`src/rtl/lsq_ring_pkg.sv`:
```
// Shared definitions for the circular load/store queue: opcodes, entry flags and index sizing.
package lsq_ring_pkg;

    localparam logic [6:0] LOAD_INSTR  = 7'b0000011;
    localparam logic [6:0] STORE_INSTR = 7'b0100011;

    typedef struct packed {
        logic valid;
        logic is_load;
        logic rdy;
    } lsq_flags_t;

    function automatic int unsigned idx_w(input int unsigned depth);
        return (depth <= 1) ? 1 : $clog2(depth);
    endfunction

endpackage

```
`src/rtl/lsq_ring.sv`:
```
// Circular load/store queue: in-order allocation at dispatch, out-of-order operand fill,
// in-order issue of the head entry over a valid/ready memory handshake.
module lsq_ring
    import lsq_ring_pkg::*;
#(
    parameter int unsigned DEPTH      = 16,
    parameter int unsigned PC_WIDTH   = 12,
    parameter int unsigned ADDR_WIDTH = 32,
    parameter int unsigned DATA_WIDTH = 32,
    localparam int unsigned IDX_W     = idx_w(DEPTH)
) (
    input  logic                  clk,
    input  logic                  rst_n,
    input  logic                  flush,
    input  logic                  alloc_valid,
    input  logic [6:0]            alloc_opcode,
    input  logic [PC_WIDTH-1:0]   alloc_pc,
    output logic                  alloc_ready,
    output logic [IDX_W-1:0]      alloc_idx,
    input  logic                  ex_valid,
    input  logic [IDX_W-1:0]      ex_idx,
    input  logic [ADDR_WIDTH-1:0] ex_addr,
    input  logic [DATA_WIDTH-1:0] ex_data,
    output logic                  mem_valid,
    input  logic                  mem_ready,
    output logic                  mem_we,
    output logic [ADDR_WIDTH-1:0] mem_addr,
    output logic [DATA_WIDTH-1:0] mem_wdata,
    output logic [PC_WIDTH-1:0]   mem_pc,
    output logic [IDX_W-1:0]      mem_idx,
    output logic [IDX_W:0]        count,
    output logic                  full,
    output logic                  empty
);

    typedef struct packed {
        lsq_flags_t            f;
        logic [PC_WIDTH-1:0]   pc;
        logic [ADDR_WIDTH-1:0] addr;
        logic [DATA_WIDTH-1:0] data;
    } lsq_entry_t;

    lsq_entry_t           q [DEPTH];
    logic [IDX_W-1:0]     head, tail;
    logic [IDX_W:0]       cnt;
    logic                 op_legal, fire, deq, fill_ok;

    assign op_legal = (alloc_opcode == LOAD_INSTR) || (alloc_opcode == STORE_INSTR);
    assign fire     = alloc_valid && alloc_ready && op_legal;
    assign deq      = mem_valid && mem_ready;
    assign fill_ok  = ex_valid && q[ex_idx].f.valid;

    always_ff @(posedge clk or negedge rst_n) begin
        if (!rst_n) begin
            head <= '0;
            tail <= '0;
            cnt  <= '0;
            for (int unsigned i = 0; i < DEPTH; i++) q[i] <= '0;
        end else if (flush) begin
            head <= '0;
            tail <= '0;
            cnt  <= '0;
            for (int unsigned i = 0; i < DEPTH; i++) q[i].f <= '0;
        end else begin
            if (fill_ok) begin
                q[ex_idx].addr  <= ex_addr;
                q[ex_idx].data  <= ex_data;
                q[ex_idx].f.rdy <= 1'b1;
            end
            // Dequeue clears after the fill so a retiring head never keeps a stale rdy.
            if (deq) begin
                q[head].f <= '0;
                head      <= head + 1'b1;
            end
            if (fire) begin
                q[tail].f  <= '{valid: 1'b1, is_load: (alloc_opcode == LOAD_INSTR), rdy: 1'b0};
                q[tail].pc <= alloc_pc;
                tail       <= tail + 1'b1;
            end
            cnt <= cnt + (IDX_W+1)'(fire) - (IDX_W+1)'(deq);
        end
    end

    always_comb begin
        count       = cnt;
        full        = (cnt == (IDX_W+1)'(DEPTH));
        empty       = (cnt == '0);
        alloc_ready = !full;
        alloc_idx   = tail;
        mem_valid   = q[head].f.valid && q[head].f.rdy;
        mem_we      = '0;
        mem_addr    = '0;
        mem_wdata   = '0;
        mem_pc      = '0;
        mem_idx     = '0;
        if (mem_valid) begin
            mem_we    = !q[head].f.is_load;
            mem_addr  = q[head].addr;
            mem_wdata = q[head].data;
            mem_pc    = q[head].pc;
            mem_idx   = head;
        end
    end

    a_opcode_legal: assert property (@(posedge clk) disable iff (!rst_n || flush)
        alloc_valid |-> op_legal);
    a_fill_target_valid: assert property (@(posedge clk) disable iff (!rst_n || flush)
        ex_valid |-> q[ex_idx].f.valid);

endmodule

```
`config.mk`:
```
export PLATFORM = sky130hd
export DESIGN_NAME = lsq_ring
export DESIGN_NICKNAME = d
export VERILOG_FILES = /design/src/rtl/lsq_ring_pkg.sv /design/src/rtl/lsq_ring.sv
export SDC_FILE = /design/constraint.sdc
export NUM_CORES = 2
export LEC_CHECK = 0
export BUFFER_PORTS_ARGS = -buffer_cell sky130_fd_sc_hd__buf_2
export CORE_MARGIN = 2
export CORE_UTILIZATION = 56
export DETAILED_ROUTE_END_ITERATION = 6
export GPL_TIMING_DRIVEN = 0
export PLACE_DENSITY = 0.81
export SLEW_MARGIN = 20
export SYNTH_ARGS = -nofsm -noshare
export SYNTH_HDL_FRONTEND = slang
export SYNTH_SLANG_ARGS = --single-unit
```
`constraint.sdc`:
```
create_clock -name clk -period 2.9 [get_ports clk]
set_input_delay 0.58 -clock clk [delete_from_list [all_inputs] [get_ports clk]]
set_output_delay 0.58 -clock clk [all_outputs]
set_load 0.05 [all_outputs]
```
==> impl_metrics.yaml <==
sta:
  period_share_pct: 142
  hold_viol: 0
  worst_pin_slew_ns: 0.992
  setup_viol: 205
  rsz0062_at_grt: "yes"
  finalMaxSlewViolations: 0
  max_freq_mhz: 243
  period_needed_ns: 4.11
  whs_ns: 0.122
  layout_setup_ws_ns: -1.21
  finClkSkew_ns: 0.0399
  max-slew-margin-rel_pct: 33.7
synth:
  synth_area_per_cell_um2: 16.3
  ys_types: 51
  ys_ff_latch: 1277
  synth_edf_count: 0
  synth_top_area_cell: "dfrtp_1"
  synth_nets: 3691
  yosys_warnings: 0
  ys_async_sr_fraction_pct: 100
  dominantRegCellSynth: "dfrtp_1"
  seq_area_frac_synth_pct: 54.9
  syn_inst: 3583
  syn_area_um2: 58300
  synth_area_leaders: "dfrtp_1 55%, mux2_2 23%, mux4_2 15%"
  synth_top_area_share_pct: 54.9
finish:
  layout_common_cells: "1273 x dfrtp_1, 1189 x mux2_2, 397 x mux4_2, 208 x buf_2, 161 x clkbuf_16"
  final_common_cell: "dfrtp_1"
  final_cells: 5472
  nNetsFinal: 4089
  fin_area_um2: 69200
  regArea_um2: 32000
  syn2layout_area_growth_pct: 18.7
  multi_input_area_um2: 25300
  fill_cells: 6691
  drive_above_1_share_pct: 59.3
detailed_routing:
  wl_per_cell_um: 34.7
  wl_um: 190000
  ant_nets: 0
  drcViolationCount: 1
  via_per_inst: 6.73
  vias: 36800
  first_pass_iters: 7
  drt_iter0_markers: 4517
floorplanning:
  rows: 118
  ioPinCount: 187
  die_x_um: 327
  initial_utilization_pct: 56.4
  fp.dieH_um: 327
  dieArea_um2: 107000
  core_um2: 103000
setup_path:
  crit_required_ns: 2.32
  crit_family: "multiplexers"
  critPathCaptureType: "primary output"
  critPathKind: "flip-flop to primary output"
  cp_max_fo: 7
  slowest_stage: "mux4_2"
  crit_buf_inv: 6
  path_cells: "buf_6, buf_12, clkbuf_16, clkbuf_16, buf_16, mux4_2, mux4_2, and2_4, buf_6"
  cp_slowest_stage_delay_ns: 0.58
  cp.arrival_ns: 3.53
  startpoint_type: "flip-flop"
placement:
  preCtsSetupSlack_ns: -1.39
  dp.cells: 5164
  place_area_um2: 61600
  routabilityCongestion: 0.910
  io_buffers: 185
  hpwl_um: 109000
power_and_ir_drop:
  p_total_mw: 36.1
  power.density_nw_per_um2: 521
  p_leak_nw: 33.5
  ir_worst_vdd_mv: 0.483
global_route:
  grt.overflow.total: 0
  grt_usage_pct: 34.8
  grt_max_degree: 139
  antenna_found_initial: 23
  grt_pass1_vias: 38100
  grt_first_pass_wirelength_um: 264000
outcome:
  failed_checks: "design-rule violations, negative setup slack"
  status: "complete, but fails checks"
flow_run:
  maxCapViolCount: 0
clock_network:
  clk_pin_slew_ns: 0.06
  cts_buffers: 133
  clk_path_buf_depth: 3
  clockRootBuffer: "clkbuf_16"
  clock_latency_ns: 0.79
  cts_tree: "yes"
  h-tree-depth: 4
  cts.sinks: 1277
worst_hold_path:
  hold_class: "input port to flip-flop"
[registers in the layout, indices dropped and copies added, names as in the netlist]
| register | count |
|---|---|
| alloc_idx | 4 |
| count | 5 |
| head | 4 |
| q | 1264 |
[where the power goes]
part / switching [mW] / leakage, nW / total [mW] / internal (mW)
Sequential: 0.0122 / 17.8 / 17.8 / 17.8
Clock: 7.55 / 2.15 / 17.4 / 9.81
Combinational: 0.671 / 13.5 / 0.853 / 0.182
[cell type report]
cell class,instances,area share (%)
Antenna cell,13,0.0470
Multi-Input combinational cell,1970,36.5
Clock inverter,47,0.783
Buffer,305,3.70
Clock buffer,186,5.52
Timing Repair Buffer,269,4.58
Tap cell,1380,2.50
Sequential cell,1277,46.2
Inverter,25,0.154
[cell usage after synthesis, types with 2 or more instances]
master       n
o211ai_1     5
nand2_4      4
nand4_1      2
o41ai_1      8
or4_1        2
nor2_1      35
inv_2        3
mux2_4       8
nor3b_1      2
and2_1      81
nor2b_1      3
mux2_2    1189
mux2_1      20
clkbuf_1   151
o31ai_1      2
inv_1       22
buf_1       13
mux4_2     397
o311ai_0     3
xor2_1       3
nand3_1      4
buf_2      135
and3_1       4
nor3_1       7
ha_1        14
nor4_1      33
buf_6        7
a21oi_1     22
nor3b_2      2
and3b_1      4
buf_4        2
o21ai_0     19
dfrtp_1   1277
xnor2_1      3
nand2_1     71
clkbuf_2     3
a22oi_1      2
o22ai_1      6
nand2b_1     3
[routing by layer]
metal | vias up | GRT usage (%) | share of wire [%]
met4 | 16 | 22.2 | 7.5
met5 | - | 0.577 | 0.058
met1 | 19600 | 44.3 | 36
met2 | 2324 | 51.6 | 45
li1 | 14200 | - | -
met3 | 733 | 11.5 | 11
[timing repair]
item	CTS	global route
setup buffers	25	21
cloned	10	15
hold buffers	1	0
hold endpoints to repair	107	0
pin swaps	34	21
resized for setup	499	115
setup endpoints to repair	580	658
[per-stage QoR]
step	TNS, ns	utilization (%)
after floorplan	-2.65	-
after global placement	-	59.1
after detailed placement	-496.34	59.6
after CTS	-82.71	66.1
after global routing	-90.75	66.9
final	-90.18	66.9
[worst reg2reg max path, stage by stage, from the launching register on]
cell	delay (ns)
dfrtp_1	0.37
buf_6	0.15
buf_6	0.13
buf_16	0.14
mux4_2	0.51
nand3_2	0.09
and3_4	0.20
buf_6	0.10
nor3b_4	0.05
ha_4	0.26
inv_2	0.04
ha_4	0.15
inv_2	0.05
fa_2	0.21
inv_2	0.04
a21oi_2	0.14
nor2_2	0.05
or3_4	0.36
a21oi_2	0.14
[kinds of logic (layout without fill, tap and decap cells)]
kind of cell / count (synthesis) / count (layout) / share of synthesized area, %
compound gates: 68 / 68 / 0.711
flops: 1277 / 1277 / 54.9
fa+ha+maj: 15 / 15 / 0.335
mux: 1615 / 1615 / 38.9
simple gates: 266 / 266 / 2.51
other cells: 0 / 13 / 0
buf+inv: 336 / 832 / 2.56
xor+xnor: 6 / 6 / 0.0902
[path summary, 6_finish.rpt]
path                       cells after the start       start  slack, ns      endpoint
setup / recovery                               9     head[0]      -1.21  mem_addr[31]
min in group asynchronous                      2       rst_n       0.37        q[195]
hold / removal                                 2  ex_data[5]       0.12        q[321]
setup reg to reg                              18     head[0]      -0.37      count[4]
hold reg to reg                                1     q[1222]       0.49       q[1222]
max in group asynchronous                      5       rst_n       0.40        q[243]
Note: power is estimated with default switching activity, not from simulation.
